[src/rtl/conware_pkg.sv]
// conware shared definitions: sequencer states,
// counter-width helper and generation-counter default.
package conware_pkg;

    localparam int GEN_W_DEF = 16;

    typedef enum logic [1:0] {
        IDLE,
        LOAD,
        DRAIN,
        FIN
    } state_t;

    // Counter width for a 0..n-1 range, never below 1 bit.
    function automatic int ctr_w(input int n);
        return (n > 1) ? $clog2(n) : 1;
    endfunction

endpackage

[src/rtl/conware_frame_ctr.sv]
// Positional column/row beat counter for one frame;
// flags the last column and the last beat of the frame.
module conware_frame_ctr
    import conware_pkg::*;
#(
    parameter int WIDTH  = 8,
    parameter int HEIGHT = 1
) (
    input  logic clk,
    input  logic rst,
    input  logic clr,
    input  logic beat,
    output logic col_last,
    output logic frame_last
);

    localparam int CW = ctr_w(WIDTH);
    localparam int RW = ctr_w(HEIGHT);
    localparam logic [CW-1:0] COL_MAX = CW'(WIDTH - 1);
    localparam logic [RW-1:0] ROW_MAX = RW'(HEIGHT - 1);

    logic [CW-1:0] col;
    logic [RW-1:0] row;
    logic          row_last;

    assign col_last   = (col == COL_MAX);
    assign row_last   = (row == ROW_MAX);
    assign frame_last = beat && col_last && row_last;

    // Column advances per beat; row advances on column wrap.
    always_ff @(posedge clk) begin
        if (rst || clr) begin
            col <= '0;
            row <= '0;
        end else if (beat) begin
            if (col_last) begin
                col <= '0;
                row <= row_last ? '0 : row + RW'(1);
            end else begin
                col <= col + CW'(1);
            end
        end
    end

endmodule

[src/rtl/conware_gen_ctrl.sv]
// Generation sequencer: admits one input frame per generation,
// waits for the output frame, counts generations, checks TLAST.
module conware_gen_ctrl
    import conware_pkg::*;
#(
    parameter int WIDTH  = 8,
    parameter int HEIGHT = 1,
    parameter int GEN_W  = GEN_W_DEF
) (
    input  logic             ACLK,
    input  logic             ARESET,
    input  logic             start,
    input  logic             abort,
    input  logic [GEN_W-1:0] num_gens,
    input  logic             s_beat,
    input  logic             s_last,
    input  logic             m_beat,
    output logic             s_enable,
    output logic             m_enable,
    output logic             busy,
    output logic             done,
    output logic [GEN_W-1:0] gen_count,
    output logic             frame_err,
    output logic             aborted
);

    state_t           state;
    logic [GEN_W-1:0] gen_target;
    logic [GEN_W-1:0] gen_next;
    logic             out_done;
    logic             start_ok;
    logic             abort_ok;
    logic             in_beat;
    logic             out_beat;
    logic             ctr_clr;
    logic             gen_end;
    logic             in_col_last;
    logic             in_frame_last;
    logic             out_frame_last;
    logic             out_col_unused;

    assign s_enable = (state == LOAD);
    assign m_enable = (state == LOAD) || (state == DRAIN);
    assign busy     = (state != IDLE);
    assign done     = (state == FIN);

    assign start_ok = start && (state == IDLE);
    assign abort_ok = abort && (state != IDLE);
    assign in_beat  = s_beat && s_enable && !abort_ok;
    assign out_beat = m_beat && m_enable && !abort_ok;
    assign gen_next = gen_count + GEN_W'(1);

    // A generation ends when both frames are complete.
    assign gen_end = !abort_ok && (
        ((state == LOAD) && in_frame_last &&
         (out_done || out_frame_last)) ||
        ((state == DRAIN) && out_done));

    assign ctr_clr = start_ok || abort_ok || gen_end;

    conware_frame_ctr #(
        .WIDTH (WIDTH),
        .HEIGHT(HEIGHT)
    ) u_in_ctr (
        .clk       (ACLK),
        .rst       (ARESET),
        .clr       (ctr_clr),
        .beat      (in_beat),
        .col_last  (in_col_last),
        .frame_last(in_frame_last)
    );

    conware_frame_ctr #(
        .WIDTH (WIDTH),
        .HEIGHT(HEIGHT)
    ) u_out_ctr (
        .clk       (ACLK),
        .rst       (ARESET),
        .clr       (ctr_clr),
        .beat      (out_beat),
        .col_last  (out_col_unused),
        .frame_last(out_frame_last)
    );

    // Sequencer state, generation count and sticky flags.
    always_ff @(posedge ACLK) begin
        if (ARESET) begin
            state      <= IDLE;
            gen_count  <= '0;
            gen_target <= '0;
            out_done   <= 1'b0;
            frame_err  <= 1'b0;
            aborted    <= 1'b0;
        end else if (abort_ok) begin
            state    <= IDLE;
            out_done <= 1'b0;
            aborted  <= 1'b1;
        end else begin
            if (in_beat && (s_last != in_col_last))
                frame_err <= 1'b1;
            unique case (state)
                IDLE: begin
                    if (start) begin
                        gen_target <= num_gens;
                        gen_count  <= '0;
                        frame_err  <= 1'b0;
                        aborted    <= 1'b0;
                        out_done   <= 1'b0;
                        state <= (num_gens == '0) ? FIN : LOAD;
                    end
                end
                LOAD, DRAIN: begin
                    if (gen_end) begin
                        gen_count <= gen_next;
                        out_done  <= 1'b0;
                        state <= (gen_next == gen_target) ? FIN : LOAD;
                    end else begin
                        if (out_frame_last)
                            out_done <= 1'b1;
                        if ((state == LOAD) && in_frame_last)
                            state <= DRAIN;
                    end
                end
                FIN: state <= IDLE;
                default: state <= IDLE;
            endcase
        end
    end

endmodule

[config.mk]
export PLATFORM = sky130hd
export DESIGN_NAME = conware_gen_ctrl
export DESIGN_NICKNAME = d
export VERILOG_FILES = /design/src/rtl/conware_pkg.sv /design/src/rtl/conware_frame_ctr.sv /design/src/rtl/conware_gen_ctrl.sv
export SDC_FILE = /design/constraint.sdc
export NUM_CORES = 1
export LEC_CHECK = 0
export ABC_AREA = 1
export BUFFER_PORTS_ARGS = -buffer_cell sky130_fd_sc_hd__buf_2
export CAP_MARGIN = 5
export CORE_MARGIN = 2
export CORE_UTILIZATION = 55
export CTS_BUF_LIST = sky130_fd_sc_hd__clkbuf_4
export DETAILED_ROUTE_END_ITERATION = 12
export PLACE_DENSITY = 0.79
export REMOVE_ABC_BUFFERS = 1
export SYNTH_ARGS = -nofsm -noshare
export SYNTH_HDL_FRONTEND = slang
export SYNTH_SLANG_ARGS = --single-unit
export TNS_END_PERCENT = 5
[constraint.sdc]
create_clock -name ACLK -period 2.44 [get_ports ACLK]
set_input_delay 0.61 -clock ACLK [delete_from_list [all_inputs] [get_ports ACLK]]
set_output_delay 0.61 -clock ACLK [all_outputs]
set_load 0.03 [all_outputs]
# After elaboration in Yosys (flattened, before gate mapping)
# Cells that the tools add are included.
# totals
word_cells	88
register_bits	45
input_bits	23
output_inout_bits	22
# classes
add_sub_neg	5
reduce_logical	37
bitwise_logic	3
muxes	22
eq_ne	11
# ops
operator	count
16-bit 2-to-1 mux	2
16-bit case mux with 2 select lines	1
16-bit by 1-bit adder with 16-bit output (second input constant)	1
16-bit equality test	1
16-bit zero test	1
1-bit logical AND	15
1-bit 2-to-1 mux	10
2-bit 2-to-1 mux	5
2-bit AND reduction	4
2-bit nonzero test	4
3-bit by 1-bit adder with 3-bit output (second input constant)	2
3-bit equality test (second input constant)	2
1-bit logical OR	6
3-bit 2-to-1 mux	2
3-bit != test (second input constant)	2
2-bit case mux with 3 select lines	1
3-bit AND reduction	2
2-bit equality test (second input constant)	2
2-bit != test (second input constant)	2
4-bit AND reduction	1
2-bit OR reduction	2
1-bit inverter	3
1-bit adder (second input constant)	2
2-bit by 1-bit equality test with 1-bit output (second input constant)	1
other kinds (4)	4

# Depth between registers and ports, before layout
# Gate-level depths: netlist (run 1).
# depth
ltp_word	12
depth_mapped	15
ltp_nobuf	15

# Modules after synthesis
# Synthesis (run 1) repeated with hierarchy kept, for this count alone.
# unflattened
hier_cells	408
area_unflattened_um2	2653.8
# modules_own_cells
mod	seq_area_each_um2	area_each_um2	cells_each	n_inst
conware_gen_ctrl	740.7	2283.4	354	1
conware_frame_ctr	60.1	185.2	27	2

# Least setup slack after synthesis (run 1)
# Ideal clock, no wire load.
# synth_timing
kind	register to register
start	register state[0]
end	register gen_count[0]
arrival_time_ns	2.099
path_stages_with_launch	14
synth_period_minus_slack_ns	2.220
path_slack_ns	0.220
setup_ns	0.121
t_required_ns	2.319
n_path_buf	1
cell_sequence	dfxtp_1 > inv_1 > ha_1 > nand2_1 > nor2_4 > nand2_2 > nand2_2 > and3_1 > inv_2 > nand2_4 > nand3_4 > buf_6 > o21ai_1 > a21oi_1
# synth_via
elab_chain_cells	12
word_cells_on_any_way	28
cone_classes	eq/ne (4); mux (1); bitwise (1); reduce/logical (22)
# synth_lines
element	line	source
start: declaration	conware_gen_ctrl.sv:27	state_t state;
start signal: assignment	conware_gen_ctrl.sv:109	state <= (num_gens == '0) ? FIN : LOAD;
start signal: assignment	conware_gen_ctrl.sv:116	state <= (gen_next == gen_target) ? FIN : LOAD;
2-bit by 1-bit equality test with 1-bit output / 2-bit equality test (equally long branches)	conware_gen_ctrl.sv:43	assign m_enable = (state == LOAD) || (state == DRAIN);
1-bit logical OR *	conware_gen_ctrl.sv:43	
named net m_enable	conware_gen_ctrl.sv:19	output logic m_enable,
1-bit logical AND * (2 in a row)	conware_gen_ctrl.sv:50	assign out_beat = m_beat && m_enable && !abort_ok;
1-bit logical AND * (2 in a row)	conware_frame_ctr.sv:28	assign frame_last = beat && col_last && row_last;
1-bit logical OR *	conware_gen_ctrl.sv:56	(out_done || out_frame_last)) ||
1-bit logical AND *	conware_gen_ctrl.sv:55	((state == LOAD) && in_frame_last &&
1-bit logical OR *	conware_gen_ctrl.sv:56	
1-bit logical AND *	conware_gen_ctrl.sv:54	assign gen_end = !abort_ok && (
2-bit != test (no source line) *	-	
4-bit AND reduction (no source line) *	-	
end signal: assignment	conware_gen_ctrl.sv:114	gen_count <= gen_next;
end: declaration	conware_gen_ctrl.sv:22	output logic [GEN_W-1:0] gen_count,
# Mark *: on every way through the listed nets, which the timed path passes. The rest lies on a longest branch.
# A chain may end at the register's enable or synchronous reset.

# Worst setup path in the final report (run 1)
# layout_timing
start	register state[0]
end	register gen_count[1]
# layout_via
elab_chain_cells	12
word_cells_on_any_way	28
cone_classes	eq/ne (4); mux (1); bitwise (1); reduce/logical (22)
# layout_lines
element	line
2-bit by 1-bit equality test with 1-bit output (tied with other cells)	-
1-bit logical OR / 1-bit logical AND (equally long branches)	conware_gen_ctrl.sv:43, conware_gen_ctrl.sv:48
1-bit logical AND / 1-bit zero test (equally long branches)	conware_gen_ctrl.sv:50, conware_gen_ctrl.sv:49, conware_gen_ctrl.sv:54
1-bit logical AND, on equally long branches	conware_gen_ctrl.sv:50, conware_gen_ctrl.sv:49
1-bit logical AND (2 in a row)	conware_frame_ctr.sv:28
1-bit logical OR / 1-bit logical AND (equally long branches)	conware_gen_ctrl.sv:56, conware_gen_ctrl.sv:55
1-bit logical AND	conware_gen_ctrl.sv:55
1-bit logical OR	conware_gen_ctrl.sv:56
1-bit logical AND	conware_gen_ctrl.sv:54
2-bit != test (no source line)	-
4-bit AND reduction (no source line)	-
# Several ways; a longest one is shown, not always the timed one.

==> run metrics, run 1 <==
outcome=finished clean; min-delay worst type=reg -> reg; worst-path cell chain=inv_1 -> ha_1 -> inv_2 -> nand2_2 -> inv_2 -> nor2_4 -> nand2_2 -> nand2_2 -> and3_1 -> inv_2 -> nand2_4 -> nand3_4 -> nand2_1 -> o21ai_0 -> and2_1; setup repair after global routing missed its margin=false; Mapped Avg Cell Area=6.69 um^2; DRT Pass-1 Iters=4; vias in the first global route=2249; first-pass GRT wire length=10400 um; Register Area=861 um^2; Die Height=72.0 um; Max Buffers Root-to-Sink=2; largest net degree at the start of global routing=33; final setup vio count=0; final hold slack=478 ps; combinational power share=58.4%; Placed Cells=472; Synth top area share=33.9%; Int Power=0.00185 W; Async SR Flop Fraction=0%; CP delay by family, top=simple AND/OR/NAND/NOR gates; overall global routing resource usage=25.5%; IO Pins=45; Final Non-Filler Cells=481; total CTS buffers=5; share of layout cells above drive strength 1=17.2%; clock latency at the later pin of the worst-skew pair=360 ps; crit path kind=reg -> reg; Clk pin slew, worst setup/hold paths=130 ps; Post-CTS Setup Inserts=0; max incr delay on CP=380 ps; core area=0.00441 mm^2; largest cells by area after synthesis=dfxtp_1 34%, nand2_1 13%, a21oi_1 8.9%, nor2_1 6.1%, inv_1 5.6%; Most used DFF post-synth=dfxtp_1; n_diodes=0; Startpoint Class=register; post-synthesis cell type count=34; port bufs=44; Worst setup EP type=register; grt ovf=0; CTS Sinks=43; CTS tree=yes; Seq pwr share=30.0%; Fillers=403; Max FO, Critical Path=16; Leakage=1.33 nW; site row count=24; initial core utilization=57.6%; Switching Share=52.5%; GPL Wtd Cong=0.878; H-tree Lvls=2; WP data required=2710 ps; drt wl/cell=13.3 um; initial antenna violation count=0; Synth Register Bits=43; setup slack, reg-to-reg=220 ps; setup TNS=0 ps; final hold vios=0; Final ANT Viol Nets=0; Residual DRC=0; Mapped Cells=380; period utilisation layout=90.8%; post-synthesis sequential area ratio=33.9%; CP max stage cell=dfxtp_1; total vias in the final route=2583; Worst EP arrival=2490 ps; die area=0.00518 mm^2; YS warnings=0; hold_buf cts=0; Mapped Area=0.00254 mm^2; Slew headroom=64.6%; via/cell ratio=5.37; max-slew violations=0; VDD IR max=1.15 mV; DIE WIDTH=72.0 um; fmax=0.451 GHz; Max Clock Skew=10.2 ps; 1st-iter DRT viols=229; area growth from synthesis to layout=14.2%; clock network power share=11.6%; pwr dens=1340 mW/mm^2; Post-synth top cells=88 x nand2_1, 45 x a21oi_1, 43 x dfxtp_1; worst path bufs/invs=4; fin crit period=2220 ps; max-cap violation count=0; pin slew with the least headroom to its limit=530 ps; area of the multi-input gates=0.00149 mm^2; net switching power=0.00205 W; pre-CTS setup slack=182 ps; leading area contributor after synthesis=dfxtp_1; post-route setup slack=224 ps; top-count cell post-synth=nand2_1; Total Wirelength=6380 um; root buf cell=clkbuf_4; EDFF count, synth=0; Post-DP HPWL=4730 um; Final nets=461
==> worst reg2reg max path, cell delays in order, from the launching register on <==
cell	delay, ps
dfxtp_1	380
inv_1	100
ha_1	220
inv_2	80
nand2_2	110
inv_2	70
nor2_4	120
nand2_2	70
nand2_2	60
and3_1	190
inv_2	60
nand2_4	110
nand3_4	230
nand2_1	120
o21ai_0	80
and2_1	140
==> logic make-up (layout without fill, tap and decap cells) <==
kind of cell	after synthesis	in the layout	synth area share (%)
simple gates	182	183	32.0
compound gates	87	87	17.9
buf+inv	51	99	8.42
flops	43	43	33.9
fa+ha+maj	10	10	4.92
xor+xnor	7	7	2.95
==> power by group through the flow <==
stage          registers [W]  clock network (W)  logic [W]
6_report             0.00117           0.000453    0.00228
3_3_place_gp         0.00117                  0    0.00214
5_1_grt              0.00121           0.000486    0.00253
2_1_floorplan        0.00140                  0    0.00136
3_5_place_dp         0.00118                  0    0.00218
4_1_cts              0.00116           0.000459    0.00218
==> path summary, 6_finish.rpt <==
kind / start / endpoint / cells past startpoint
max: state[0]$_SDFFE_PP0P_ / gen_count[1]$_SDFFE_PP0P_ / 15
min: gen_target[14]$_SDFFE_PP0P_ / gen_target[14]$_SDFFE_PP0P_ / 2
max reg2reg: state[0]$_SDFFE_PP0P_ / gen_count[1]$_SDFFE_PP0P_ / 15
min reg2reg: gen_target[14]$_SDFFE_PP0P_ / gen_target[14]$_SDFFE_PP0P_ / 2
==> through the flow <==
step / util, % / instance area (um^2) / total power, W
floorplan: - / 2490 / 0.00276
global placement: 63.6 / 2810 / 0.00331
detailed placement: 63.6 / 2810 / 0.00336
CTS: 65.4 / 2890 / 0.00381
global route: 65.8 / 2900 / 0.00422
finish: 65.8 / 2900 / 0.00390
==> repair_timing <==
action,CTS,global route
resized for setup,0,1
setup endpoints to repair,0,16
hold endpoints to repair,0,0
==> per-layer routing <==
layer / routed length, um / share of wire, % / track usage (%)
met1: 2970 / 47 / 33.9
met2: 2990 / 47 / 43.7
met3: 332 / 5.2 / 3.75
met4: 83 / 1.3 / 6.29
met5: 0 / 0 / 0
==> state kept, by name, indices dropped and copies added (netlist names) <==
register       cells
gen_count         16
gen_target        16
u_in_ctr.col       3
u_out_ctr.col      3
state              2
aborted            1
frame_err          1
out_done           1
==> placed cells by master (no fill, tap or decap), types with 3 or more instances in the layout <==
cell and count:
nand2_1 88, nand2_2 3, nand4_1 6, dfxtp_1 43, buf_2 44, o21ai_1 15
nor2_1 41, nand3_1 26, inv_1 38, o21ai_0 21, xor2_1 4, ha_1 10
inv_2 3, buf_4 5, clkbuf_4 5, a21oi_1 45, nor4_1 3
==> cell type report <==
| type | count | area share, % |
|---|---|---|
| Inverter | 42 | 5.43 |
| Sequential cell | 43 | 29.7 |
| Clock inverter | 3 | 1.34 |
| Tap cell | 52 | 2.24 |
| Clock buffer | 5 | 1.29 |
| Timing Repair Buffer | 49 | 8.88 |
| Multi-Input combinational cell | 287 | 51.2 |
Note: power is estimated with default switching activity, not from simulation.
==> run 2, diff against run 1 <==
--- a/config.mk
+++ b/config.mk
@@ -5,14 +5,14 @@
 export SDC_FILE = /design/constraint.sdc
 export NUM_CORES = 1
 export LEC_CHECK = 0
-export ABC_AREA = 1
+export ABC_AREA = 0
 export BUFFER_PORTS_ARGS = -buffer_cell sky130_fd_sc_hd__buf_2
 export CAP_MARGIN = 5
 export CORE_MARGIN = 2
 export CORE_UTILIZATION = 55
 export CTS_BUF_LIST = sky130_fd_sc_hd__clkbuf_4
 export DETAILED_ROUTE_END_ITERATION = 12
-export PLACE_DENSITY = 0.79
+export PLACE_DENSITY = 0.78
 export REMOVE_ABC_BUFFERS = 1
 export SYNTH_ARGS = -nofsm -noshare
 export SYNTH_HDL_FRONTEND = slang
==> run 2 against run 1 <==
Compared with the run above: fmax is 4.8% lower; power down 35%; sequential share of layout area fell by 2.1 points; worst hold slack worse by 5.5 ps; global-route usage increased by 2.3 points; critical path type is now reg -> out; highest routed layer unchanged.
==> run metrics, run 2 <==
hold_buf cts=0 (unchanged); via/cell ratio=6.03 (+12%); Max Clock Skew=7.87 ps (-2.36 ps); Post-DP HPWL=5630 um (+19%); GPL Wtd Cong=0.918 (+4.6%); WP data required=1830 ps (-880 ps); final setup vio count=0 (unchanged); leading area contributor after synthesis=dfxtp_1; setup repair after global routing missed its margin=false; initial antenna violation count=0 (unchanged); post-synthesis sequential area ratio=31.1% (-2.8 points); Compound-Gate Fraction of Synth Area=21.9% (+4.0 points); Startpoint Class=register; total vias in the final route=2832 (+9.6%); clock latency at the later pin of the worst-skew pair=360 ps (about the same); post-synthesis cell type count=61 (+79%); post-route setup slack=112 ps (-112 ps); outcome=finished clean; pre-CTS setup slack=30.3 ps (-152 ps); top-count cell post-synth=nand2_1; crit path kind=reg -> out; core area=0.00479 mm^2 (+8.4%); n_diodes=0 (unchanged); site row count=25 (+4.2%); final hold vios=0 (unchanged); mux contribution to synthesized area=1.81% (+1.8 points); Synth Register Bits=43 (unchanged); worst-path cell chain=inv_1 -> ha_1 -> buf_4 -> buf_4 -> buf_2; CTS Sinks=43 (unchanged); VDD IR max=0.805 mV (-30%); most frequent cells in the layout=47 x nand2_1, 44 x buf_2, 43 x a21oi_1, 40 x dfxtp_1, 23 x nor2_1; Synth top area share=31.1% (-2.8 points); area growth from synthesis to layout=13.5%; largest cells by area after synthesis=dfxtp_1 31%, a21oi_1 7.8%, nand2_1 6.4%, ha_1 4.5%, o21ai_0 3.4%; Max Buffers Root-to-Sink=2 (unchanged); largest family of logic cells by synthesized area=simple AND/OR/NAND/NOR gates; Mapped Avg Cell Area=7.73 um^2 (+16%); die area=0.00562 mm^2 (+8.4%); largest registers=gen_count (16), gen_target (16); Util after Layout=65.6% (-0.11 points); Worst EP arrival=1720 ps (-770 ps); 1st-iter DRT viols=290 (+27%); pwr dens=808 mW/mm^2 (-40%); max-cap violation count=0 (unchanged); commonest non-fill, non-tap cell in the layout=nand2_1; Pwr Total=0.00254 W (-35%); total CTS buffers=5 (unchanged); Post-synth top cells=47 x nand2_1, 43 x a21oi_1, 43 x dfxtp_1; Total Wirelength=7390 um (+16%); first-pass GRT wire length=11900 um (+14%); port bufs=44 (unchanged); Mapped Cells=358 (-5.8%); EDFF count, synth=0 (unchanged); root buf cell=clkbuf_4; Synth Area in XOR/XNOR=4.74% (+1.8 points); Adder-Cell Fraction of Synth Area=4.52% (-0.40 points); fmax=0.430 GHz (-4.8%); CTS tree=yes; Final nets=436 (-5.4%); Final ANT Viol Nets=0 (unchanged); final hold slack=473 ps (-5.51 ps); period utilisation layout=95.4% (+4.6 points); max incr delay on CP=390 ps (about the same); grt ovf=0 (unchanged); largest net degree at the start of global routing=30 (-9.1%); Clk pin slew, worst setup/hold paths=120 ps (about the same); max-slew violations=0 (unchanged); IO Pins=45 (unchanged); H-tree Lvls=2 (unchanged); Die Height=75.0 um (+4.1%); Async SR Flop Fraction=0% (unchanged); Post-CTS Setup Inserts=0 (unchanged); Worst setup EP type=primary output; share of layout cells above drive strength 1=20.8% (+3.6 points); Residual DRC=0 (unchanged); Mapped Area=0.00277 mm^2 (+8.9%); Slew headroom=65.8% (+1.2 points); YS warnings=0 (unchanged); simple logic cell fraction of the synthesized area=30.6% (-1.4 points); overall global routing resource usage=27.8% (+2.3 points); pin slew with the least headroom to its limit=509 ps (-21.4 ps); drt wl/cell=15.7 um (+18%); min-delay worst type=reg -> reg; Most used DFF post-synth=dfxtp_1; vias in the first global route=2514 (+12%); fin crit period=2330 ps (+112 ps); initial core utilization=57.9% (+0.26 points); CP max stage cell=dfxtp_2; DIE WIDTH=75.0 um (+4.1%); DRT Pass-1 Iters=5 (+1); Leakage=1.25 nW (-6.0%); CP most frequent cell=buf_4; Max FO, Critical Path=8 (-8); Resized cells post-CTS=1 (+1)
## run 2: logic make-up after synthesis
| logic type | Yosys count |
|---|---|
| flip-flops | 43 |
| multiplexers | 5 |
| adder cells (fa/ha/maj) | 10 |
| buffers and inverters | 30 |
| AO/OA/AOI/OAI | 98 |
| XOR/XNOR | 15 |
| AND/OR/NAND/NOR | 157 |
## run 2: per-layer routing
layer  wire [um]  GRT usage, %
met4          89          8.53
met1        3540          40.3
met5           0             0
met2        3210          41.8
met3         541          5.35
## run 2: worst paths after layout
kind	from	end	slack [ps]	cells past startpoint
min reg2reg	gen_target[4]$_SDFFE_PP0P_	gen_target[4]$_SDFFE_PP0P_	470	2
max reg2reg	gen_count[3]$_SDFFE_PP0P_	state[1]$_SDFFE_PP0P_	190	6
min	gen_target[4]$_SDFFE_PP0P_	gen_target[4]$_SDFFE_PP0P_	470	2
max	state[0]$_SDFFE_PP0P_	m_enable	110	5
## run 2: area by class of cell
class                           count  area (um^2)
Multi-Input combinational cell    285         1780
Clock buffer                        5         37.5
Clock inverter                      2         8.76
Inverter                            8         30.0
Timing Repair Buffer               60          340
Tap cell                           67         83.8
Sequential cell                    43          865
Fill cell                         448         1640
## run 2: metrics by stage
step | setup TNS (ps) | instance area [um^2] | cells
5_1_grt | 0 | 3140 | 470
4_1_cts | 0 | 3120 | 470
2_1_floorplan | -470 | 2650 | 336
3_3_place_gp | 0 | 3070 | 463
6_report | 0 | 3140 | 470
3_5_place_dp | 0 | 3070 | 463
## run 2: where the power goes
group / total (W) / internal (W) / switching [W]
Sequential: 0.000854 / 0.000779 / 0.0000743
Clock: 0.000334 / 0.000102 / 0.000232
Combinational: 0.00135 / 0.000531 / 0.000821
Total: 0.00254 / 0.00141 / 0.00113
## run 2: critical path, delay by kind of cell, from the launching register on
| kind | cells | cell delay, ps |
|---|---|---|
| buffers and inverters | 4 | 630 |
| DFF | 1 | 390 |
| adders and majority gates | 1 | 330 |
==> run 3, diff against run 2 <==
--- a/config.mk
+++ b/config.mk
@@ -8,11 +8,13 @@
 export ABC_AREA = 0
 export BUFFER_PORTS_ARGS = -buffer_cell sky130_fd_sc_hd__buf_2
 export CAP_MARGIN = 5
+export CELL_PAD_IN_SITES_DETAIL_PLACEMENT = 1
+export CELL_PAD_IN_SITES_GLOBAL_PLACEMENT = 1
 export CORE_MARGIN = 2
-export CORE_UTILIZATION = 55
+export CORE_UTILIZATION = 43
 export CTS_BUF_LIST = sky130_fd_sc_hd__clkbuf_4
 export DETAILED_ROUTE_END_ITERATION = 12
-export PLACE_DENSITY = 0.78
+export PLACE_DENSITY_LB_ADDON = 0.1
 export REMOVE_ABC_BUFFERS = 1
 export SYNTH_ARGS = -nofsm -noshare
 export SYNTH_HDL_FRONTEND = slang
==> run 3 against run 2 <==
Compared with the run above: sequential power grew 0.7%; power is 13% higher; routed wire length increased by 17%; fmax down 0.62%; clock power grew 73%; core utilization fell by 13 points; critical path type unchanged; largest cell class unchanged.
==> run metrics, run 3 (synthesis results as in run 2) <==
Final nets=448 (+2.8%); core area=0.00628 mm^2 (+31%); max-slew violations=0 (unchanged); worst-path cell chain=inv_1 -> ha_2 -> buf_4 -> buf_4 -> clkbuf_4; total CTS buffers=5 (unchanged); crit path kind=reg -> out; Post-CTS Setup Inserts=0 (unchanged); IO Pins=45 (unchanged); clock latency at the later pin of the worst-skew pair=360 ps (about the same); first-pass GRT wire length=14400 um (+21%); DRT Pass-1 Iters=4 (-1); die area=0.00710 mm^2 (+26%); GPL Wtd Cong=0.926 (+0.88%); CTS tree=yes; CP max stage cell=dfxtp_2; Post-DP HPWL=6690 um (+19%); CTS Sinks=43 (unchanged); port bufs=44 (unchanged); area growth from synthesis to layout=19.7%; root buf cell=clkbuf_4; largest registers=gen_count (16), gen_target (16); largest net degree at the start of global routing=19 (-37%); VDD IR max=0.527 mV (-34%); Final ANT Viol Nets=0 (unchanged); H-tree Lvls=2 (unchanged); Worst setup EP type=primary output; final hold vios=0 (unchanged); vias in the first global route=2906 (+16%); setup repair after global routing missed its margin=false; total vias in the final route=2887 (+1.9%); initial antenna violation count=0 (unchanged); Total Wirelength=8630 um (+17%); max incr delay on CP=400 ps (about the same); Slew headroom=69.5% (+3.8 points); overall global routing resource usage=25.0% (-2.8 points); site row count=29 (+16%); most frequent cells in the layout=47 x nand2_1, 43 x a21oi_1, 43 x buf_2, 41 x dfxtp_1, 28 x buf_4; Max Buffers Root-to-Sink=2 (unchanged); Clk pin slew, worst setup/hold paths=140 ps (+20 ps); n_diodes=0 (unchanged); Util after Layout=52.8% (-13 points); final setup vio count=0 (unchanged); outcome=finished clean; Fillers=822 (+83%); Startpoint Class=register; commonest non-fill, non-tap cell in the layout=nand2_1; drt wl/cell=17.5 um (+11%); Die Height=84.2 um (+12%); WP data required=1830 ps (about the same); min-delay worst type=reg -> reg; via/cell ratio=5.86 (-2.8%); grt ovf=0 (unchanged); Leakage=1.34 nW (+7.3%); period utilisation layout=96.0% (+0.59 points); Max FO, Critical Path=10 (+2); initial core utilization=44.1% (-14 points); Max Clock Skew=22.3 ps (+14.4 ps); CP most frequent cell=buf_4; share of layout cells above drive strength 1=23.1% (+2.2 points); pin slew with the least headroom to its limit=455 ps (-54.1 ps); Pwr Total=0.00286 W (+13%); pwr dens=864 mW/mm^2 (+6.9%); DIE WIDTH=84.2 um (+12%); max-cap violation count=0 (unchanged); fin crit period=2340 ps (+14.4 ps); fmax=0.427 GHz (-0.62%); Residual DRC=0 (unchanged); hold_buf cts=0 (unchanged); 1st-iter DRT viols=134 (-54%); Worst EP arrival=1730 ps (about the same)
[run 3: cell count changes in the layout (fill, tap and decap cells not counted), sizes merged]
cell    previous run  this run
buf               60        71
clkinv             2         0
clkbuf             5         7
bufinv             0         2
[run 3: power breakdown]
group          switching, W  total, W  leakage, nW  internal (W)
clock              0.000247  0.000578       0.0559      0.000331
sequential        0.0000807  0.000860        0.350      0.000780
combinational      0.000869   0.00142        0.938      0.000554
[run 3: per-layer routing]
layer / track usage, % / up-vias / routed length (um)
met5: 0 / - / 0
met4: 4.55 / 0 / 82
met3: 3.54 / 9 / 308
met2: 41.4 / 63 / 4040
met1: 35.0 / 1407 / 4200
li1: - / 1408 / -
[run 3: per-stage QoR]
step	std cells	cell area [um^2]	TNS (ps)	setup WS [ps]	hold slack, ps
final	493	3310	0	97.3	471
after global routing	493	3310	0	6.91	492
after CTS	493	3290	0	20.1	475
after detailed placement	485	3180	-107	-107	455
after global placement	485	3180	-102	-102	446
after floorplan	336	2650	-470	-161	439
[run 3: layout make-up]
class	instances	area [um^2]	share of cell area (%)
inverters	8	30.0	0.906
repair buffers	72	433	13.1
clock buffers	6	45.0	1.36
multi-input cells	285	1790	53.9
clock inverters	2	60.1	1.81
flip-flops and latches	43	863	26.1
well taps	77	96.3	2.91
[run 3: repair_timing]
item,CTS,global route
gates resized for setup,1,8
endpoints found under the setup margin,1,3
pin swaps,0,0
[run 3: path summary, 6_finish.rpt]
check	from	end	slack (ps)	depth (start not counted)
worst max-delay path	state[1]$_SDFFE_PP0P_	m_enable	100	5
worst min-delay path	u_out_ctr.col[2]$_SDFFE_PP0P_	u_out_ctr.col[2]$_SDFFE_PP0P_	470	2
worst max register to register	gen_count[0]$_SDFFE_PP0P_	state[1]$_SDFFE_PP0P_	190	8
worst min register to register	u_out_ctr.col[2]$_SDFFE_PP0P_	u_out_ctr.col[2]$_SDFFE_PP0P_	470	2
[run 3: critical path: cells and delay by family (launching register included)]
kind	cells	cell delay, ps
buffers and inverters	4	630
flip-flops	1	400
adder cells (fa/ha/maj)	1	340
